<file path="src/rtl/img_pkg.sv">
// Shared image-pipeline constants, stage and scheduler encodings, and the
// row-major pixel address helper for the 20x20 image register file.
package img_pkg;

  localparam int IMG_DIM       = 20;
  localparam int BIT_LENGTH    = 5;
  localparam int ADDR_W        = 9;
  localparam int K_SMALL       = 3;
  localparam int K_LARGE       = 5;
  localparam int K_MAX         = K_LARGE;
  localparam int DRAIN_TIMEOUT = 8;
  localparam int IDLE_W        = $clog2(DRAIN_TIMEOUT);

  typedef enum logic [2:0] {
    STG_IDLE    = 3'd0,
    STG_MED     = 3'd1,
    STG_GAU     = 3'd2,
    STG_SOBEL   = 3'd3,
    STG_NON_MAX = 3'd4,
    STG_HYSTER  = 3'd5
  } stage_e;

  typedef enum logic [2:0] {
    S_IDLE       = 3'd0,
    S_SET_OP     = 3'd1,
    S_ROW_START  = 3'd2,
    S_FEED       = 3'd3,
    S_DRAIN      = 3'd4,
    S_WRITE_BACK = 3'd5,
    S_DONE       = 3'd6
  } sched_state_e;

  function automatic logic [ADDR_W-1:0] pix_addr(input logic [BIT_LENGTH-1:0] row,
                                                 input logic [BIT_LENGTH-1:0] col);
    return ADDR_W'(row) * ADDR_W'(IMG_DIM) + ADDR_W'(col);
  endfunction

endpackage

</file>
<file path="src/rtl/scan_addr_gen.sv">
// Band row / column counters and the registered read addresses of one kernel
// column; lanes at or beyond the active kernel size read address 0.
module scan_addr_gen
  import img_pkg::*;
#(
  parameter int K = K_MAX
) (
  input  logic                    clk,
  input  logic                    reset,
  input  logic                    clr_r,
  input  logic                    clr_c,
  input  logic                    inc_c,
  input  logic                    inc_r,
  input  logic                    k_five,
  output logic [BIT_LENGTH-1:0]   r,
  output logic [BIT_LENGTH-1:0]   c,
  output logic [K*ADDR_W-1:0]     rd_addr_bus
);

  logic [BIT_LENGTH-1:0] r_reg;
  logic [BIT_LENGTH-1:0] c_reg;

  always_ff @(posedge clk or posedge reset) begin
    if (reset) begin
      r_reg <= '0;
      c_reg <= '0;
    end else begin
      if (clr_r)
        r_reg <= '0;
      else if (inc_r)
        r_reg <= r_reg + 1'b1;
      if (clr_c)
        c_reg <= '0;
      else if (inc_c)
        c_reg <= c_reg + 1'b1;
    end
  end

  assign r = r_reg;
  assign c = c_reg;

  genvar gi;
  generate
    for (gi = 0; gi < K; gi++) begin : g_lane
      logic              lane_on;
      logic [ADDR_W-1:0] addr_reg;

      // Lanes 0..2 serve every kernel; the last two only the 5x5 one.
      assign lane_on = k_five || (gi < K_SMALL);

      always_ff @(posedge clk or posedge reset) begin
        if (reset)
          addr_reg <= '0;
        else if (inc_c && lane_on)
          addr_reg <= pix_addr(r_reg + BIT_LENGTH'(gi), c_reg);
        else
          addr_reg <= '0;
      end

      assign rd_addr_bus[gi*ADDR_W +: ADDR_W] = addr_reg;
    end
  endgenerate

endmodule

</file>
<file path="src/rtl/stage_scheduler.sv">
// Sequences the five filter stages over the image register file: feeds kernel
// columns band by band, collects sub-module outputs, then commands write-back.
module stage_scheduler
  import img_pkg::*;
(
  input  logic                clk,
  input  logic                reset,
  input  logic                start,
  input  logic                mod_readable,
  output logic [2:0]          stage,
  output logic [ADDR_W-1:0]   rd_addr0,
  output logic [ADDR_W-1:0]   rd_addr1,
  output logic [ADDR_W-1:0]   rd_addr2,
  output logic [ADDR_W-1:0]   rd_addr3,
  output logic [ADDR_W-1:0]   rd_addr4,
  output logic                feed_valid,
  output logic                wr_en,
  output logic [ADDR_W-1:0]   wr_addr,
  output logic                wb_pulse,
  output logic                border_w,
  output logic                busy,
  output logic                done,
  output logic                err
);

  sched_state_e state_reg, state_next;
  stage_e       stage_reg, stage_next;

  logic [BIT_LENGTH-1:0] o_reg;
  logic [IDLE_W-1:0]     idle_reg;
  logic                  feed_valid_reg;
  logic                  wb_pulse_reg;
  logic                  busy_reg;
  logic                  done_reg;
  logic                  err_reg;
  logic                  border_w_reg;

  logic clr_r, clr_c, inc_c, inc_r, o_clr, err_set, err_clr;

  logic [BIT_LENGTH-1:0]  r, c;
  logic [K_MAX*ADDR_W-1:0] rd_addr_bus;
  logic [BIT_LENGTH-1:0]  k_size, half, band_len, last_row;
  logic                   scanning, band_full, timeout;

  // border_w doubles as the "kernel is 5x5" flag for the current stage.
  assign k_size   = border_w_reg ? BIT_LENGTH'(K_LARGE) : BIT_LENGTH'(K_SMALL);
  assign half     = k_size >> 1;
  assign band_len = BIT_LENGTH'(IMG_DIM + 1) - k_size;
  assign last_row = BIT_LENGTH'(IMG_DIM) - k_size;

  assign scanning  = (state_reg == S_FEED) || (state_reg == S_DRAIN);
  assign band_full = (o_reg == band_len);
  assign timeout   = (state_reg == S_DRAIN) && !mod_readable &&
                     (idle_reg == IDLE_W'(DRAIN_TIMEOUT - 1));

  assign wr_en   = scanning && mod_readable && (o_reg < band_len);
  assign wr_addr = wr_en ? pix_addr(r + half, o_reg + half) : '0;

  scan_addr_gen #(.K(K_MAX)) u_scan (
    .clk         (clk),
    .reset       (reset),
    .clr_r       (clr_r),
    .clr_c       (clr_c),
    .inc_c       (inc_c),
    .inc_r       (inc_r),
    .k_five      (border_w_reg),
    .r           (r),
    .c           (c),
    .rd_addr_bus (rd_addr_bus)
  );

  always_comb begin
    state_next = state_reg;
    stage_next = stage_reg;
    clr_r      = 1'b0;
    clr_c      = 1'b0;
    inc_c      = 1'b0;
    inc_r      = 1'b0;
    o_clr      = 1'b0;
    err_set    = 1'b0;
    err_clr    = 1'b0;
    case (state_reg)
      S_IDLE: begin
        if (start) begin
          state_next = S_SET_OP;
          err_clr    = 1'b1;
        end
      end
      S_SET_OP: begin
        stage_next = stage_e'(stage_reg + 3'd1);
        clr_r      = 1'b1;
        clr_c      = 1'b1;
        state_next = S_ROW_START;
      end
      S_ROW_START: begin
        clr_c      = 1'b1;
        o_clr      = 1'b1;
        state_next = S_FEED;
      end
      S_FEED: begin
        inc_c = 1'b1;
        if (c == BIT_LENGTH'(IMG_DIM - 1))
          state_next = S_DRAIN;
      end
      S_DRAIN: begin
        // A timeout closes the band exactly as a full band would.
        if (band_full || timeout) begin
          err_set = !band_full;
          if (r < last_row) begin
            inc_r      = 1'b1;
            state_next = S_ROW_START;
          end else if (stage_reg == STG_HYSTER) begin
            state_next = S_DONE;
          end else begin
            state_next = S_WRITE_BACK;
          end
        end
      end
      S_WRITE_BACK: state_next = S_SET_OP;
      S_DONE: begin
        stage_next = STG_IDLE;
        state_next = S_IDLE;
      end
      default: state_next = S_IDLE;
    endcase
  end

  always_ff @(posedge clk or posedge reset) begin
    if (reset) begin
      state_reg      <= S_IDLE;
      stage_reg      <= STG_IDLE;
      o_reg          <= '0;
      idle_reg       <= '0;
      feed_valid_reg <= 1'b0;
      wb_pulse_reg   <= 1'b0;
      busy_reg       <= 1'b0;
      done_reg       <= 1'b0;
      err_reg        <= 1'b0;
      border_w_reg   <= 1'b0;
    end else begin
      state_reg      <= state_next;
      stage_reg      <= stage_next;
      border_w_reg   <= (stage_next == STG_GAU);
      feed_valid_reg <= inc_c;
      wb_pulse_reg   <= (state_next == S_WRITE_BACK);
      done_reg       <= (state_next == S_DONE);
      busy_reg       <= (state_next != S_IDLE);

      if (o_clr)
        o_reg <= '0;
      else if (wr_en)
        o_reg <= o_reg + 1'b1;

      if ((state_reg != S_DRAIN) || mod_readable)
        idle_reg <= '0;
      else
        idle_reg <= idle_reg + 1'b1;

      if (err_clr)
        err_reg <= 1'b0;
      else if (err_set)
        err_reg <= 1'b1;
    end
  end

  assign stage      = stage_reg;
  assign feed_valid = feed_valid_reg;
  assign wb_pulse   = wb_pulse_reg;
  assign border_w   = border_w_reg;
  assign busy       = busy_reg;
  assign done       = done_reg;
  assign err        = err_reg;

  assign rd_addr0 = rd_addr_bus[0*ADDR_W +: ADDR_W];
  assign rd_addr1 = rd_addr_bus[1*ADDR_W +: ADDR_W];
  assign rd_addr2 = rd_addr_bus[2*ADDR_W +: ADDR_W];
  assign rd_addr3 = rd_addr_bus[3*ADDR_W +: ADDR_W];
  assign rd_addr4 = rd_addr_bus[4*ADDR_W +: ADDR_W];

endmodule

</file>
<file path="config.mk">
export PLATFORM = sky130hd
export DESIGN_NAME = stage_scheduler
export DESIGN_NICKNAME = d
export VERILOG_FILES = /design/src/rtl/img_pkg.sv /design/src/rtl/scan_addr_gen.sv /design/src/rtl/stage_scheduler.sv
export SDC_FILE = /design/constraint.sdc
export NUM_CORES = 1
export LEC_CHECK = 0
export CORE_MARGIN = 1
export CORE_UTILIZATION = 24
export CTS_BUF_LIST = sky130_fd_sc_hd__clkbuf_4 sky130_fd_sc_hd__clkbuf_8 sky130_fd_sc_hd__clkbuf_16
export DETAILED_ROUTE_END_ITERATION = 8
export DONT_BUFFER_PORTS = 1
export PLACE_DENSITY = 0.43
export RECOVER_POWER = 25
export REMOVE_ABC_BUFFERS = 1
export SLEW_MARGIN = 20
export SYNTH_ARGS = -nofsm -noshare
export SYNTH_HDL_FRONTEND = slang
export SYNTH_HIERARCHICAL = 1
export SYNTH_SLANG_ARGS = --single-unit
</file>
<file path="constraint.sdc">
create_clock -name clk -period 8.9 [get_ports clk]
set_input_delay 2.67 -clock clk [delete_from_list [all_inputs] [get_ports clk]]
set_output_delay 2.67 -clock clk [all_outputs]
set_load 0.02 [all_outputs]
</file>
==> run summary <==
CTS max path bufs: 2
Port Buffers: 0
Total CTS buffers: 9
Post-CTS setup buffer count: 0
First-pass GRT wire length: 17.0 mm
I/O Pins: 68
Vias: 3184
Most common cell in the netlist: ha_1
Min Tclk post-route: 7.27 ns
Data arrival time of the worst path: 4.60 ns
Worst IR Drop VDD: 0.147 mV
Post-DRT Antenna Nets: 0
CP Class: reg2out
Area of the multi-input gates: 2860 um^2
GRT Util Overall: 10.8%
Sequential share of the synthesized area: 35.4%
Mapped Area: 4810 um^2
Leakage power: 2.60 nW
Hold-fix buffers, CTS: 0
Initial Utilization: 24.6%
Yosys top cell by area: dfrtp_1
Post-DP HPWL: 7.79 mm
Fin Hold WS: 0.450 ns
Final setup viols: 0
DRC violations left: 0
DIE AREA: 20600 um^2
Placement Cell Area: 5010 um^2
Fill cells: 2083
Largest net degree at the start of global routing: 49
Worst-Skew Late Latency: 0.34 ns
H-tree levels: 3
Clock Power Share: 20.6%
Pwr Density: 364 nW/um^2
Synth top cells by count: ha_1 (69), dfrtp_1 (68), nor2_1 (41), xnor2_1 (34)
Fraction of registers with async set/reset: 100%
Post-synth top area share: 35.4%
Maxcap violations: 0
Status: complete, no violations
Initial DRC count: 126
Row cnt: 51
Fmax: 138 MHz
Aggregate global routing overflow: 0
Area Growth Syn to Fin: 11.1%
Gpl congestion: 0.789
Drt wl/cell: 14.0 um
Max_slew headroom: 16.3%
Int Power: 0.00106 W
Number of global-route vias before repair: 3334
Final nets: 551
Die X: 144 um
RSZ-0062 raised after global routing: no
Worst Hold Class: reg2reg
Diodes inserted: 0
Actual slew at the worst max-slew pin: 1.26 ns
Cell count after placement: 719
Routed vias/inst: 4.33
Final hold violation count: 0
Crit path capture type: output pin
Gate power share: 47.2%
Place WS: 1.95 ns
CTS tree: done
Startpoint Class: flip-flop
Syn avg cell area: 10.2 um^2
DIE HEIGHT: 144 um
Crit path max fanout: 10
Sw Ratio: 45.6%
Max reg flops: 38
Clock Skews: 0.00980 ns
Synthesis-stage register bit count: 68
Max Slew Vio Count: 0
# resized after CTS: 0
CORE AREA: 19500 um^2
Final WL: 10.3 mm
Syn Inst Count: 471
First drt pass iteration count: 4
Synth area leaders: dfrtp_1 (35%), ha_1 (18%), xnor2_1 (6.2%)
Clock sinks: 68
EDFF count, synth: 0
Top flip-flop cell by instance count after synthesis: dfrtp_1
Synth warn: 6
Post-route design area: 5340 um^2
Setup WS post-layout: 1.63 ns
Fraction of layout cells with a size suffix above 1: 5.53%
Setup tns final: 0 ns
Worst EP required: 6.23 ns
Clock-pin slew on the worst setup and hold paths: 0.06 ns
Reg power frac: 32.2%
Storage element area: 1700 um^2
NetSw: 0.000886 W
Netlist cell types: 43
Fin cells: 735
CTS Root Cell: clkbuf_16
Initial antenna violation count: 0
Final Cycle Share: 81.7%
area by class of cell:
| class | instances | share of cell area (%) |
|---|---|---|
| Timing Repair Buffer | 1 | 0.0702 |
| Inverter | 28 | 2.13 |
| Tap cell | 265 | 6.20 |
| Clock inverter | 5 | 1.55 |
| Multi-Input combinational cell | 357 | 53.5 |
| Clock buffer | 11 | 4.73 |
| Sequential cell | 68 | 31.8 |
stage by stage:
stage / util, % / power (W)
3_3_place_gp: 25.7 / 0.00155
2_1_floorplan: - / 0.00133
3_5_place_dp: 25.7 / 0.00157
5_1_grt: 27.4 / 0.00213
6_report: 27.4 / 0.00195
4_1_cts: 27.4 / 0.00199
power groups by stage:
| stage | clock network (W) | logic [W] | registers, W |
|---|---|---|---|
| global placement | 0 | 0.000921 | 0.000634 |
| detailed placement | 0 | 0.000930 | 0.000637 |
| finish | 0.000401 | 0.000918 | 0.000626 |
| global route | 0.000429 | 0.00106 | 0.000646 |
| CTS | 0.000416 | 0.000941 | 0.000631 |
| floorplan | 0 | 0.000737 | 0.000595 |
final timing paths:
path                              from                            to  slack, ns  cells past startpoint
max                           border_w                    wr_addr[8]       1.63                     14
min in group asynchronous        reset                  state_reg[1]       2.35                      1
min reg2reg                idle_reg[0]                   idle_reg[0]       0.45                      1
min                        idle_reg[0]                   idle_reg[0]       0.45                      1
max reg2reg                u_scan/r[0]  u_scan/g_lane[3].addr_reg[8]       5.43                     11
max in group asynchronous        reset  u_scan/g_lane[1].addr_reg[5]       6.03                      1
cell families (layout without fill, tap and decap cells):
family	count (synthesis)	after routing	synth area share (%)
mux	2	2	0.416
flops	68	68	35.4
fa+ha+maj	82	82	23.4
xor+xnor	57	57	10.4
simple gates	145	145	15.8
compound gates	71	71	9.41
buf+inv	46	45	5.23
cells in the final DEF (no fill, tap or decap), drive strengths merged, types with 3 or more instances in the layout:
cell	n
ha	69
o2111ai	6
nor3b	5
nor2b	21
or3b	3
inv	28
o21a	3
a211oi	3
and2	17
clkinv	3
a21oi	21
nand2	27
xor2	23
clkbuf	12
xnor2	34
o211ai	3
o21ai	14
nand4	3
and3	4
nand3	5
fa	13
a21o	14
nor2	41
dfrtp	68
nor3	8
routing by layer:
layer	vias to the layer above	wire length (um)	global-route usage [%]
met2	53	5050	18.0
met1	1551	4670	13.1
li1	1570	-	-
met4	0	157	4.59
met5	-	0	0
met3	10	428	2.80
worst max-delay path, stage by stage (launching register included):
cell and delay (ns):
dfrtp_1 0.72, inv_1 0.30, ha_1 0.38, nor2b_1 0.11
o21ai_0 0.10, xnor2_1 0.28, ha_1 0.28, ha_1 0.21
inv_1 0.07, fa_1 0.43, nor2b_1 0.20, o21ai_0 0.17
or3b_2 0.49, a211o_1 0.26, o21ai_0 0.25
Power figures use the tool's default switching activity.
